==> config.mk <==
export PLATFORM = sky130hd
export DESIGN_NAME = wave_capture
export DESIGN_NICKNAME = d
export VERILOG_FILES = /design/src/rtl/wave_pkg.sv /design/src/rtl/wave_trigger.sv /design/src/rtl/wave_capture.sv
export SDC_FILE = /design/constraint.sdc
export NUM_CORES = 1
export LEC_CHECK = 0
export CORE_AREA = 4 4 61 63
export DETAILED_ROUTE_END_ITERATION = 8
export DIE_AREA = 0 0 65 67
export GPL_TIMING_DRIVEN = 0
export PLACE_DENSITY = 0.74
export SLEW_MARGIN = 20
export SYNTH_ARGS = -nofsm -noshare
export SYNTH_HDL_FRONTEND = slang
export SYNTH_SLANG_ARGS = --single-unit
==> constraint.sdc <==
create_clock -name clk -period 2.2 [get_ports clk]
set_clock_uncertainty 0.2 [all_clocks]
set_input_delay 0.33 -clock clk [delete_from_list [all_inputs] [get_ports clk]]
set_output_delay 0.33 -clock clk [all_outputs]
set_load 0.02 [all_outputs]
==> src/rtl/wave_pkg.sv <==
// Shared types and helpers for the wave capture path: FSM states, frame geometry
// and the sample-to-screen scaling used when writing the sample RAM.
package wave_pkg;

  localparam int SAMPLES_PER_FRAME = 256;
  localparam int ADDR_W            = 9;
  localparam int DATA_W            = 8;
  localparam int IDX_W             = 8;

  typedef enum logic [1:0] {
    ST_ARMED  = 2'd0,
    ST_ACTIVE = 2'd1,
    ST_WAIT   = 2'd2
  } wave_state_e;

  // Top byte of a signed sample -> row: most positive lands on row 0.
  function automatic logic [DATA_W-1:0] scale_sample(input logic [7:0] top_byte);
    return {top_byte[7], ~top_byte[6:0]};
  endfunction

endpackage

==> src/rtl/wave_trigger.sv <==
// Positive zero-crossing detector feeding the capture FSM; with WAVE_CAPTURE_TIMEOUT_EN
// defined, a sample counter also forces a trigger after TIMEOUT samples spent armed.
module wave_trigger #(
  parameter int TIMEOUT = 1024
) (
  input  logic clk,
  input  logic reset_n,
  input  logic new_sample,
  input  logic sample_msb,
  input  logic armed,
  output logic trigger
);

  logic prev_msb_q;
  logic prev_msb_d;
  logic crossing;

  // Sign history is tracked in every state so the first sample after a swap sees it.
  assign prev_msb_d = new_sample ? sample_msb : prev_msb_q;
  assign crossing   = prev_msb_q & ~sample_msb;

  always_ff @(posedge clk) begin
    if (!reset_n) begin
      prev_msb_q <= 1'b0;
    end else begin
      prev_msb_q <= prev_msb_d;
    end
  end

`ifdef WAVE_CAPTURE_TIMEOUT_EN
  logic [10:0] count_q;
  logic [10:0] count_d;
  logic        timeout;

  always_comb begin
    count_d = count_q;
    if (!armed) begin
      count_d = '0;
    end else if (new_sample) begin
      count_d = count_q + 11'd1;
    end
  end

  assign timeout = (count_q == 11'(TIMEOUT - 1));
  assign trigger = armed & new_sample & (crossing | timeout);

  always_ff @(posedge clk) begin
    if (!reset_n) begin
      count_q <= '0;
    end else begin
      count_q <= count_d;
    end
  end
`else
  logic unused_timeout;
  assign unused_timeout = ^TIMEOUT;
  assign trigger        = armed & new_sample & crossing;
`endif

endmodule

==> src/rtl/wave_capture.sv <==
// Double-buffered waveform capture: writes one 256-sample frame into the hidden RAM half,
// then swaps halves on frame_start. Optional forced trigger via WAVE_CAPTURE_TIMEOUT_EN.
module wave_capture
  import wave_pkg::*;
#(
  parameter int TIMEOUT = 1024
) (
  input  logic              clk,
  input  logic              reset_n,
  input  logic              new_sample,
  input  logic [15:0]       sample,
  input  logic              frame_start,
  output logic              write_en,
  output logic [ADDR_W-1:0] write_address,
  output logic [DATA_W-1:0] write_sample,
  output logic              read_index,
  output logic              busy
);

  localparam logic [IDX_W-1:0] LAST_IDX = IDX_W'(SAMPLES_PER_FRAME - 1);

  wave_state_e       state_q, state_d;
  logic [IDX_W-1:0]  idx_q, idx_d;
  logic              read_index_q, read_index_d;
  logic              write_en_q, write_en_d;
  logic [ADDR_W-1:0] write_address_q, write_address_d;
  logic [DATA_W-1:0] write_sample_q, write_sample_d;
  logic              trigger;
  logic              unused_sample_lsb;

  assign unused_sample_lsb = ^sample[7:0];

  wave_trigger #(
    .TIMEOUT (TIMEOUT)
  ) u_trigger (
    .clk        (clk),
    .reset_n    (reset_n),
    .new_sample (new_sample),
    .sample_msb (sample[15]),
    .armed      (state_q == ST_ARMED),
    .trigger    (trigger)
  );

  always_comb begin
    state_d         = state_q;
    idx_d           = idx_q;
    read_index_d    = read_index_q;
    write_en_d      = 1'b0;
    write_address_d = write_address_q;
    write_sample_d  = write_sample_q;
    unique case (state_q)
      ST_ARMED: begin
        if (trigger) begin
          write_en_d      = 1'b1;
          write_address_d = {~read_index_q, {IDX_W{1'b0}}};
          write_sample_d  = scale_sample(sample[15:8]);
          idx_d           = IDX_W'(1);
          state_d         = ST_ACTIVE;
        end
      end
      ST_ACTIVE: begin
        if (new_sample) begin
          write_en_d      = 1'b1;
          write_address_d = {~read_index_q, idx_q};
          write_sample_d  = scale_sample(sample[15:8]);
          if (idx_q == LAST_IDX) begin
            idx_d   = '0;
            state_d = ST_WAIT;
          end else begin
            idx_d = idx_q + IDX_W'(1);
          end
        end
      end
      ST_WAIT: begin
        // The only place the halves swap, so a frame being written is never shown.
        if (frame_start) begin
          read_index_d = ~read_index_q;
          state_d      = ST_ARMED;
        end
      end
      default: state_d = ST_ARMED;
    endcase
  end

  always_ff @(posedge clk) begin
    if (!reset_n) begin
      state_q         <= ST_ARMED;
      idx_q           <= '0;
      read_index_q    <= 1'b0;
      write_en_q      <= 1'b0;
      write_address_q <= {1'b1, {IDX_W{1'b0}}};
      write_sample_q  <= '0;
    end else begin
      state_q         <= state_d;
      idx_q           <= idx_d;
      read_index_q    <= read_index_d;
      write_en_q      <= write_en_d;
      write_address_q <= write_address_d;
      write_sample_q  <= write_sample_d;
    end
  end

  assign write_en      = write_en_q;
  assign write_address = write_address_q;
  assign write_sample  = write_sample_q;
  assign read_index    = read_index_q;
  assign busy          = (state_q == ST_ACTIVE) || (state_q == ST_WAIT);

endmodule
# After elaboration in Yosys (flattened, before gate mapping)
# Cells that the tools add are included.
# op_classes
add_sub_neg,1
multipliers,0
div_mod_pow,0
magnitude_cmp,0
n_eq_ne,7
shifts,0
n_mux,18
bitwise,6
reduce_logical,6
# op_table
operator,count
$mux 8,5
$pmux 8 s2,2
$mux 9,2
$pmux 9 s2,1
$add 8x1->8 const B,1
$eq 8x8->1 const B,1
$mux 2,4
$ne 2x2->1 const B,4
$not 7->7,1
$pmux 2 s3,1
$reduce_and 4->1,1
$and 1x1->1,3
$reduce_and 3->1,1
$eq 2x1->1 const B,1
$eq 2x2->1 const B,1
$logic_not 2->1,1
$mux 1,2
$not 1->1,2
$pmux 1 s2,1
$reduce_and 2->1,1
$reduce_bool 2->1,1
$logic_or 1x1->1,1
# totals
reg_bits,30
latchBits,0
ram_bits,0
romBits,0
in_bits,20
out_inout_bits,20
mem_count,0

# Longest topological paths before layout
# Gate-level depths: netlist of the first run.
# depth
ltp_word,5
ltp_mapped,9

# By module
# From an unflattened synthesis of the first run, not the netlist that was laid out.
# hier_totals
cells_unflattened,135
area_unflattened_um2,1301.2
# by_module_without_submodules
module,instances,cells_per_inst,area_per_inst_um2,seq_area_each_um2
wave_capture,1,131,1253.7,580.6
wave_trigger,1,4,47.5,20.0

# Worst setup path before layout of the first run
# OpenSTA, ideal clock, no wires.
# synth_timing
path_type,register to register
start,register state_q[0]
end,register idx_q[0]
setup_ns,0.137
t_arrival_ns,1.518
path_slack_ns,0.345
path_stages_with_launch,10
n_path_buf,3
synth_period_minus_slack_ns,1.855
path_cell_list,dfxtp_1 -> inv_1 -> ha_1 -> and3b_1 -> buf_6 -> o21a_1 -> buf_6 -> buf_8 -> o21ai_0 -> a31oi_1
# synth_between
elab_chain_len,5
# synth_rtl
element,line,source
from (decl),wave_capture.sv:22,"wave_state_e state_q, state_d;"
from (signal assigned),wave_capture.sv:94,state_q <= state_d;
$logic_not 2->1,"wave_capture.sv:40, wave_capture.sv:51",
$and 1x1->1 (2 in a row),wave_trigger.sv:57,assign trigger = armed & new_sample & crossing;
$ne 2x2->1 (no line),-,
$reduce_and 3->1 (no line),-,
to (signal assigned),wave_capture.sv:95,idx_q <= idx_d;
to (decl),wave_capture.sv:23,"logic [IDX_W-1:0] idx_q, idx_d;"
# Several ways; a longest one is shown, not always the timed one.
# A chain may end at the register's enable or synchronous reset.

# Final worst setup path of the first run
# layout_timing
start,register state_q[1]
end,register idx_q[0]
# The elaborated chain is that of the path after synthesis.

==> metrics.md, run 1 <==
| Metric | Value |
|---|---|
| Outcome | `complete, no violations` |
| Initial core utilization | `0.432` |
| Unrepaired setup endpoints after global routing | `no` |
| Worst-Skew Late Latency | `0.33 ns` |
| R2R Path Start | `state_q[1]$_SDFFE_PN0P_` |
| H-tree Lvls | `2` |
| Power per cell area | `689 nW/um^2` |
| DR vias | `1216` |
| Max Used Layer | `met4` |
| Multiplexer share of the synthesized area | `0.0143` |
| Period utilization | `0.909` |
| Placed Area | `1740 um^2` |
| R2r worst-path depth | `9` |
| Static Leak | `0.680 nW` |
| Number of flops mapped to enable cells by yosys | `0` |
| Final ANT Viol Nets | `0` |
| CTS tree | `built` |
| Largest family of logic cells by synthesized area | `simple AND/OR/NAND/NOR gates` |
| Int Pwr | `0.000856 W` |
| Number of max-cap violations | `0` |
| Fin cells | `233` |
| DR WL met2 | `1.54 mm` |
| Simple-gate area share of the yosys netlist | `0.203` |
| Hold_ws | `0.0753 ns` |
| # placed instances | `225` |
| P&R area growth vs syn | `29.7%` |
| DRT Pass-1 Iters | `4` |
| Main flop type after synthesis | `dfxtp_1` |
| Yosys synthesis warning count | `0` |
| Worst R2R Setup Slack | `0.20 ns` |
| Largest net degree at the start of global routing | `11` |
| GRT Util Overall | `0.163` |
| Compound-gate portion of the synthesized area | `0.196` |
| Tightest Pin Transition | `0.429 ns` |
| Synth Area in Adders | `0.0448` |
| Row count | `21` |
| Post-DP HPWL | `2.33 mm` |
| Peak Freq | `0.500 GHz` |
| Final GP Congestion | `0.857` |
| Number of CTS-inserted buffers | `5` |
| Top cells by area, synth | `dfxtp_1 43%, a211oi_2 6.3%, nand2_1 4.8%` |
| Core Area | `3230 um^2` |
| First-pass GRT wire length | `5.49 mm` |
| Setup Viol. Count Final | `0` |
| Hold WC Path Type | `in2reg` |
| Xor and xnor area share after synthesis | `0.0314` |
| Worst R2R End | `idx_q[0]$_SDFFE_PN0P_` |
| Most frequent cell after synthesis | `dfxtp_1` |
| CP max-delay cell | `dfxtp_1` |
| Worst Hold End | `write_en$_SDFF_PN0_` |
| Max Slew Vio Count | `0` |
| Critical Path Max Stage Delay | `0.37 ns` |
| Seq/Total Area, Yosys | `0.430` |
| Num Clock Sinks | `30` |
| Total power | `0.00125 W` |
| Flop pwr share | `0.467` |
| DR vias/cell | `5.22` |
| Logic pwr share | `0.253` |
| Iteration-0 DRC Markers | `23` |
| Worst path bufs/invs | `4` |
| Clock transition at path regs | `0.10 ns` |
| Cell family with most CP delay | `buffers and inverters` |
| Area of the multi-input gates | `683 um^2` |
| Min cycle time layout | `2.00 ns` |
| WHS Path Cells | `2` |
| Initial antenna violation count | `0` |
| Drt drc | `0` |
| Required time of the critical path | `2.19 ns` |
| Synth top cells by count | `30 x dfxtp_1, 18 x nand2_1, 16 x nor2_1, 12 x a21oi_1, 10 x nand3_1` |
| # IOs | `40` |
| Area leader, netlist | `dfxtp_1` |
| Die width | `65 um` |
| Yosys top cell area share | `0.430` |
| Crit path DAT | `2.00 ns` |
| Worst path cell trace | `inv_1, ha_1, clkbuf_2, and2b_4, o21a_1, buf_6, buf_8, o21ai_0, a31oi_1` |
| CP startpoint kind | `register` |
| CP Capture Type | `register` |
| Sw Share | `0.313` |
| Reg area | `601 um^2` |
| Drt total wl | `3.08 mm` |
| Root Driver | `clkbuf_4` |
| PortBufs | `29` |
| DIE AREA | `4360 um^2` |
| Routed len/inst | `13.2 um` |
| Total gr overflow | `0` |
| Nets@finish | `211` |
| Clk buf depth | `2` |
| Worst VDD drop | `0.000395 V` |
| Clock share of power | `0.280` |
| Hold buffer count at CTS | `0` |
| Fin area | `1810 um^2` |
| Fraction of layout cells with a size suffix above 1 | `0.139` |
| Final-report hold violation count | `0` |
| FF+latch count, synth | `30` |
| Relative slew slack | `0.713` |
| Worst min-delay path startpoint | `new_sample` |
| Mapped Area | `1400 um^2` |
| Vert. Die Dim | `67 um` |
| Crit path kind | `reg2reg` |
| Psw | `0.000390 W` |
| Filler Cells Inserted | `309` |
| Synthesized instance count | `150` |
| Vias in the first global route | `1233` |
| Ys async rst share | `0` |
| Distinct cells, synth | `34` |
| Mean Syn Cell Area | `9.30 um^2` |
| Util after Layout | `0.560` |
| Syn nets | `175` |
| Worst-path maximum fanout | `10` |
| # diodes | `0` |
| Met3 wire len | `255 um` |
| Met1 WL | `1.25 mm` |
[kinds of logic (layout without fill, tap and decap cells)]
| group | after synthesis | in the layout |
|---|---|---|
| AO/OA/AOI/OAI | 35 | 35 |
| XOR/XNOR | 5 | 5 |
| buffers and inverters | 15 | 52 |
| AND/OR/NAND/NOR | 58 | 58 |
| multiplexers | 2 | 2 |
| adder cells (fa/ha/maj) | 5 | 5 |
| flip-flops | 30 | 30 |
[how the worst max path moves through the flow]
stage / start / end / slack (ns) / cells past startpoint
global placement: sample[15] / idx_q[4]$_SDFFE_PN0P_ / 0.01 / 6
CTS: state_q[1]$_SDFFE_PN0P_ / busy / 0.004 / 3
global route: state_q[1]$_SDFFE_PN0P_ / write_address[1]$_SDFFE_PN0P_ / 0.02 / 8
floorplan: state_q[0]$_SDFFE_PN0P_ / idx_q[0]$_SDFFE_PN0P_ / 0.34 / 9
detailed placement: sample[15] / idx_q[3]$_SDFFE_PN0P_ / -0.07 / 6
finish: state_q[1]$_SDFFE_PN0P_ / idx_q[0]$_SDFFE_PN0P_ / 0.20 / 9
[sequential cells by signal (all words and copies together) (netlist names)]
register and count:
u_trigger.prev_msb_q 1, write_sample 8, state_q 2, read_index 1, idx_q 8, write_address 9
write_en 1
[area by class of cell]
cell class | instances | area share
sequential | 30 | 0.332
tap | 46 | 0.0318
buffer | 11 | 0.0533
inverter | 4 | 0.00830
clock inverter | 2 | 0.00692
clock buffer | 6 | 0.0284
timing repair buffer | 29 | 0.162
multi-input combinational | 105 | 0.378
[layer usage]
layer	global-route usage	up-vias
met1	0.183	567
met2	0.282	46
li1	-	599
met3	0.0607	4
met4	0.0528	0
met5	0	-
[through the flow]
step                      setup TNS [ns]  worst slack [ns]
final                                  0             0.199
after global routing                   0            0.0151
after CTS                              0           0.00433
after detailed placement          -0.237           -0.0675
after global placement                 0            0.0148
after floorplan                        0             0.345
[placed cells by master (no fill, tap or decap), types with 2 or more instances in the layout]
cell type        count
dfxtp_1             30
clkdlybuf4s50_1     28
nand2_1             18
nor2_1              16
a21oi_1             12
nand3_1             10
a211oi_2             7
xor2_1               5
ha_1                 5
clkbuf_4             5
inv_1                4
buf_6                4
o211ai_1             4
and3_1               3
and4_1               3
o21ai_0              3
and3b_1              2
buf_8                2
clkbuf_1             2
mux2i_1              2
nand2b_1             2
[power by group through the flow]
stage	clock [W]	sequential, W	combinational (W)
final	0.000349	0.000582	0.000315
after global routing	0.000384	0.000587	0.000352
after CTS	0.000355	0.000583	0.000320
after detailed placement	0	0.000595	0.000317
after global placement	0	0.000593	0.000307
after floorplan	0	0.000610	0.000200
[timing repair]
item	in CTS	in global routing
setup endpoints to repair	0	6
gates resized for setup	0	2
setup buffers	0	0
No activity file was read; power rests on OpenSTA's default activity.
==> run 2, diff against run 1 <==
CORE_AREA = 4 4 59 61   (was 4 4 61 63)
DIE_AREA = 0 0 63 65   (was 0 0 65 67)
GPL_ROUTABILITY_DRIVEN = 1   (was default)
PLACE_DENSITY = 0.76   (was 0.74)
SYNTH_HIERARCHICAL = 1   (was default)
==> metrics.md, run 2 <==
| Metric | Value |
|---|---|
| Worst-Skew Late Latency | `0.33 ns (about the same)` |
| P&R area growth vs syn | `44.5%` |
| DIE AREA | `4100 um^2 (-6.0%)` |
| Period utilization | `1.03 (+0.122)` |
| Final ANT Viol Nets | `0 (unchanged)` |
| Outcome | `complete, but fails checks` |
| Compound-gate portion of the synthesized area | `0.205 (+0.00840)` |
| Yosys synthesis warning count | `6 (+6)` |
| Nets@finish | `206 (-2.4%)` |
| CTS tree | `built` |
| Util after Layout | `0.632 (+0.0717)` |
| Failing checks | `setup timing` |
| Mapped Area | `1300 um^2 (-6.7%)` |
| Syn nets | `159 (-9.1%)` |
| Dpl ws | `-0.731 ns (-0.664 ns)` |
| Most frequent cells in the layout | `30 x clkdlybuf4s50_1, 28 x dfxtp_1, 18 x nand2_1` |
| H-tree Lvls | `2 (unchanged)` |
| Root Driver | `clkbuf_4` |
| Crit path kind | `reg2reg` |
| Die width | `63 um (-3.1%)` |
| Max Slew Vio Count | `0 (unchanged)` |
| Worst path cell trace | `buf_4, ha_2, nor2b_4, or3_4, buf_6, or4_1, a21oi_1` |
| R2r worst-path depth | `7 (-2)` |
| Simple-gate area share of the yosys netlist | `0.213 (+0.00981)` |
| DR vias/cell | `5.31 (+1.8%)` |
| Distinct cells, synth | `34 (unchanged)` |
| Peak Freq | `0.441 GHz (-12%)` |
| Number of max-cap violations | `0 (unchanged)` |
| Routed len/inst | `14.6 um (+11%)` |
| Row count | `20 (-4.8%)` |
| Number of CTS-inserted buffers | `5 (unchanged)` |
| Worst-path maximum fanout | `6 (-4)` |
| Clock transition at path regs | `0.10 ns (about the same)` |
| Required time of the critical path | `2.27 ns (+0.08 ns)` |
| Core Area | `2980 um^2 (-7.9%)` |
| Num Clock Sinks | `30 (unchanged)` |
| Number of flip-flops in the largest register | `9 (unchanged)` |
| Final GP Congestion | `0.790 (-7.9%)` |
| Vert. Die Dim | `65 um (-3.0%)` |
| Hold WC Path Type | `reg2reg` |
| Worst R2R Setup Slack | `-0.07 ns (-0.27 ns)` |
| Power per cell area | `1200 nW/um^2 (+75%)` |
| DR vias | `1148 (-5.6%)` |
| Synth Area in Adders | `0.0385 (-0.00638)` |
| Critical Path Max Stage Delay | `0.49 ns (+0.12 ns)` |
| Unrepaired setup endpoints after global routing | `yes` |
| Worst setup margin | `-0.0698 ns (-0.269 ns)` |
| Relative slew slack | `0.705 (-0.00828)` |
| Worst VDD drop | `0.000743 V (+88%)` |
| Ys async rst share | `0 (unchanged)` |
| Drt drc | `0 (unchanged)` |
| # IOs | `40 (unchanged)` |
| Multiplexer share of the synthesized area | `0.0154 (+0.00103)` |
| Crit path DAT | `2.34 ns (+0.34 ns)` |
| Final-report hold violation count | `0 (unchanged)` |
| Most frequent cell after synthesis | `dfxtp_1` |
| Largest family of logic cells by synthesized area | `simple AND/OR/NAND/NOR gates` |
| Setup TNS Final | `-0.152 ns (-0.152 ns)` |
| Synthesized instance count | `135 (-10%)` |
| Xor and xnor area share after synthesis | `0.0202 (-0.0112)` |
| Vias in the first global route | `1185 (-3.9%)` |
| Main flop type after synthesis | `dfxtp_1` |
| Seq/Total Area, Yosys | `0.462 (+0.0310)` |
| FF+latch count, synth | `30 (unchanged)` |
| Initial core utilization | `0.437 (+0.00531)` |
| Min cycle time layout | `2.27 ns (+0.269 ns)` |
| Most common cell after layout, fill and taps aside | `clkdlybuf4s50_1` |
| Setup Viol. Count Final | `4 (+4)` |
| Largest net degree at the start of global routing | `11 (unchanged)` |
| # diodes | `0 (unchanged)` |
| CP max-delay cell | `or4_1` |
| Tightest Pin Transition | `0.441 ns (+0.0121 ns)` |
| Mean Syn Cell Area | `9.64 um^2 (+3.6%)` |
| First-pass GRT wire length | `5.26 mm (-4.2%)` |
| Total gr overflow | `0 (unchanged)` |
| Drt total wl | `3.16 mm (+2.8%)` |
| Top cells by area, synth | `dfxtp_1 46%, o211a_1 5.4%, nor2b_1 5.3%` |
| WHS Path Cells | `2 (unchanged)` |
| Synth top cells by count | `30 x dfxtp_1, 18 x nand2_1, 11 x nor2b_1, 9 x a22oi_1, 7 x o211a_1` |
| Clk buf depth | `2 (unchanged)` |
| Hold buffer count at CTS | `0 (unchanged)` |
| Number of flops mapped to enable cells by yosys | `0 (unchanged)` |
| PortBufs | `31 (+6.9%)` |
| Total power | `0.00227 W (+82%)` |
| Static Leak | `0.729 nW (+7.2%)` |
| Fraction of layout cells with a size suffix above 1 | `0.224 (+0.0850)` |
| CP startpoint kind | `register` |
| GRT Util Overall | `0.166 (+0.00318)` |
| Area leader, netlist | `dfxtp_1` |
| CP Capture Type | `register` |
| Post-DP HPWL | `2.14 mm (-8.2%)` |
| Yosys top cell area share | `0.462 (+0.0310)` |
| Initial antenna violation count | `0 (unchanged)` |
| DRT Pass-1 Iters | `4 (unchanged)` |
| Iteration-0 DRC Markers | `24 (+4.3%)` |
==> run 2: changes by cell type after synthesis, sizes merged, moves of 5 or more <==
cell,delta
nor2,-11
nor2b,+11
a21oi,-9
a22oi,+9
a211oi,-7
nand3,-7
o211a,+6
buf,-5
xor2,-5
==> run 2: timing repair <==
| item | CTS | global route |
|---|---|---|
| setup buffers | 9 | 1 |
| pin swaps | 5 | 2 |
| setup endpoints to repair | 16 | 11 |
| endpoints found under the hold margin | 0 | 0 |
| gates resized for setup | 9 | 12 |
==> run 2: routing by layer <==
layer,GRT usage,up-vias,part of all wire
met2,0.286,31,0.51
met5,0,-,0
met3,0.0728,4,0.069
li1,-,579,-
met1,0.169,534,0.41
met4,0.0854,0,0.013
==> run 2: final timing paths <==
check | from | end
max reg2reg | state_q[0]$_SDFFE_PN0P_ | idx_q[7]$_SDFFE_PN0P_
min | write_sample[7]$_SDFFE_PN0P_ | write_sample[7]$_SDFFE_PN0P_
min reg2reg | write_sample[7]$_SDFFE_PN0P_ | write_sample[7]$_SDFFE_PN0P_
max | state_q[0]$_SDFFE_PN0P_ | idx_q[7]$_SDFFE_PN0P_
==> run 2: power by group <==
part           leakage [nW]  total (W)  switching, W  internal [W]
Sequential            0.245   0.000703     0.0000578      0.000646
Clock                0.0343   0.000346      0.000192      0.000153
Combinational         0.450    0.00122      0.000623      0.000593
==> run 2: cells by family (layout without fill, tap and decap cells) <==
group | Yosys count | after routing
AND/OR/NAND/NOR | 50 | 50
adder cells (fa/ha/maj) | 4 | 4
multiplexers | 2 | 2
AO/OA/AOI/OAI | 34 | 34
buffers and inverters | 12 | 60
flip-flops | 30 | 30
XOR/XNOR | 3 | 3
==> run 2: layout make-up <==
class                      instances  area [um^2]
fill                             254         1100
multi-input combinational         93          734
sequential                        30          603
timing repair buffer              41          384
clock buffer                       6         51.3
tap                               33         41.3
buffer                             7         38.8
inverter                           4         15.0
clock inverter                     2         12.5
==> run 2: stage by stage <==
step | instance area (um^2) | std cells | hold WS (ns)
finish | 1880 | 216 | 0.279
detailed placement | 1670 | 199 | 0.269
floorplan | 1320 | 135 | 0.251
CTS | 1820 | 215 | 0.286
global placement | 1670 | 199 | 0.259
global route | 1880 | 216 | 0.327
==> run 2: critical path, delay by kind of cell (launching register included) <==
kind            cells  cell delay (ns)
compound gates      1             0.13
fa+ha+maj           1             0.21
flops               1             0.34
simple gates        3             1.05
buf+inv             2             0.27
==> run 3, diff against run 2 <==
CELL_PAD_IN_SITES_DETAIL_PLACEMENT = 1   (was default)
CELL_PAD_IN_SITES_GLOBAL_PLACEMENT = 1   (was default)
CORE_AREA = 4 4 67 69   (was 4 4 59 61)
DIE_AREA = 0 0 71 73   (was 0 0 63 65)
PLACE_DENSITY = default   (was 0.76)
PLACE_DENSITY_LB_ADDON = 0.1   (was default)
SKIP_LAST_GASP = 1   (was default)
==> metrics.md, run 3 (synthesized netlist as in run 2, its figures left out) <==
| Metric | Value |
|---|---|
| # diodes | `0 (unchanged)` |
| First-pass GRT wire length | `6.24 mm (+18%)` |
| Hold buffer count at CTS | `0 (unchanged)` |
| Initial antenna violation count | `0 (unchanged)` |
| Logic pwr share | `0.477 (-0.060)` |
| Met1 WL | `1.55 mm (+21%)` |
| Psw | `0.000965 W (+10%)` |
| Worst-path maximum fanout | `10 (+4)` |
| Die width | `71 um (+13%)` |
| Sw Share | `0.356 (-0.0292)` |
| Flop pwr share | `0.262 (-0.049)` |
| Worst-Skew Late Latency | `0.29 ns (-0.04 ns)` |
| DRT Pass-1 Iters | `4 (unchanged)` |
| Static Leak | `0.774 nW (+6.3%)` |
| Crit path DAT | `2.26 ns (-0.08 ns)` |
| Number of max-cap violations | `0 (unchanged)` |
| Unrepaired setup endpoints after global routing | `yes` |
| Relative slew slack | `0.710 (+0.00539)` |
| Clock transition at path regs | `0.07 ns (-0.03 ns)` |
| PortBufs | `31 (unchanged)` |
| # IOs | `40 (unchanged)` |
| H-tree Lvls | `2 (unchanged)` |
| Most frequent cells in the layout | `30 x clkdlybuf4s50_1, 28 x dfxtp_1, 18 x nand2_1` |
| GRT Util Overall | `0.157 (-0.00853)` |
| Routed len/inst | `15.8 um (+8.3%)` |
| Row count | `23 (+15%)` |
| DIE AREA | `5180 um^2 (+27%)` |
| Met3 wire len | `198 um (-8.8%)` |
| Number of CTS-inserted buffers | `5 (unchanged)` |
| P&R area growth vs syn | `57.2%` |
| DR vias/cell | `5.17 (-2.8%)` |
| Util after Layout | `0.523 (-0.109)` |
| CP startpoint kind | `register` |
| Max Used Layer | `met4` |
| Vias in the first global route | `1258 (+6.2%)` |
| Vert. Die Dim | `73 um (+12%)` |
| Clock share of power | `0.261 (+0.108)` |
| Power per cell area | `1320 nW/um^2 (+9.9%)` |
| Iteration-0 DRC Markers | `70 (+190%)` |
| Drt drc | `0 (unchanged)` |
| Min cycle time layout | `2.28 ns (+0.0103 ns)` |
| Worst setup margin | `-0.0801 ns (-0.0103 ns)` |
| Tightest Pin Transition | `0.435 ns (-0.00645 ns)` |
| Total gr overflow | `0 (unchanged)` |
| DR vias | `1204 (+4.9%)` |
| Hold WC Path Type | `reg2reg` |
| Total power | `0.00271 W (+20%)` |
| Core Area | `3910 um^2 (+31%)` |
| Outcome | `complete, but fails checks` |
| Worst VDD drop | `0.000743 V (about the same)` |
| Root Driver | `clkbuf_8` |
| Int Pwr | `0.00174 W (+25%)` |
| Post-DP HPWL | `2.51 mm (+18%)` |
| CTS tree | `built` |
| DR WL met2 | `1.88 mm (+16%)` |
| Fraction of layout cells with a size suffix above 1 | `0.279 (+0.0546)` |
| Crit path kind | `reg2reg` |
| Final-report hold violation count | `0 (unchanged)` |
| Max Slew Vio Count | `0 (unchanged)` |
| CP Capture Type | `register` |
| Num Clock Sinks | `30 (unchanged)` |
| Drt total wl | `3.69 mm (+17%)` |
| Clk buf depth | `2 (unchanged)` |
| Period utilization | `1.04 (+0.00466)` |
| Final ANT Viol Nets | `0 (unchanged)` |
| Largest net degree at the start of global routing | `11 (unchanged)` |
| Number of flip-flops in the largest register | `9 (unchanged)` |
| Filler Cells Inserted | `446 (+76%)` |
| Final GP Congestion | `0.771 (-2.3%)` |
| Peak Freq | `0.439 GHz (-0.45%)` |
| Setup Viol. Count Final | `8 (+4)` |
| Failing checks | `setup timing` |
| Initial core utilization | `0.332 (-0.104)` |
| Nets@finish | `206 (unchanged)` |
| Most common cell after layout, fill and taps aside | `clkdlybuf4s50_1` |
| Required time of the critical path | `2.18 ns (-0.09 ns)` |
==> run 3: path summary, 6_finish.rpt <==
check / start / endpoint / slack, ns / cells past startpoint
worst max register to register: state_q[1]$_SDFFE_PN0P_ / idx_q[7]$_SDFFE_PN0P_ / -0.08 / 9
worst max-delay path: state_q[1]$_SDFFE_PN0P_ / idx_q[7]$_SDFFE_PN0P_ / -0.08 / 9
worst min register to register: write_sample[7]$_SDFFE_PN0P_ / write_sample[7]$_SDFFE_PN0P_ / 0.27 / 2
worst min-delay path: write_sample[7]$_SDFFE_PN0P_ / write_sample[7]$_SDFFE_PN0P_ / 0.27 / 2
==> run 3: metal layers <==
metal	track usage	vias up
li1	-	583
met1	0.164	590
met2	0.276	26
met3	0.0661	5
met4	0.0689	0
met5	0	-
==> run 3: cell type report <==
cell class | count | area, um^2 | share of cell area
buffer | 7 | 41.3 | 0.0202
clock buffer | 6 | 82.6 | 0.0404
clock inverter | 2 | 60.1 | 0.0294
inverter | 4 | 17.5 | 0.00856
multi-input combinational | 93 | 795 | 0.388
sequential | 30 | 603 | 0.295
tap | 50 | 62.6 | 0.0306
timing repair buffer | 41 | 384 | 0.188
==> run 3: power by group through the flow <==
stage	Combinational, W	Clock [W]	Sequential (W)
floorplan	0.000579	0	0.000799
global placement	0.000967	0	0.000716
detailed placement	0.000995	0	0.000722
CTS	0.00115	0.000723	0.000709
global route	0.00140	0.000755	0.000729
finish	0.00129	0.000706	0.000710
==> run 3: metrics by stage <==
stage	hold WS, ns	setup TNS (ns)	area (um^2)	instances	worst slack (ns)
after floorplan	0.251	-0.0872	1320	135	-0.0685
after global placement	0.261	-11.69	1690	216	-0.780
after detailed placement	0.267	-11.94	1690	216	-0.783
after CTS	0.276	-0.376	1910	231	-0.0975
after global routing	0.309	-0.814	2050	233	-0.146
final	0.269	-0.180	2050	233	-0.0801
==> run 3: what timing repair did <==
| item | in CTS | in global routing |
|---|---|---|
| endpoints found under the setup margin | 18 | 26 |
| pin swaps | 5 | 4 |
| gates resized for setup | 10 | 26 |
| setup buffers | 8 | 2 |
| endpoints found under the hold margin | 0 | 0 |
==> run 3: worst max-delay path, cell delays in order (launching register included) <==
cell and delay, ns:
dfxtp_2 0.35, inv_4 0.08, ha_4 0.14, and4b_2 0.26, nor2b_4 0.05, or3_4 0.37
buf_6 0.14, buf_4 0.19, o31ai_2 0.31, a21oi_2 0.09
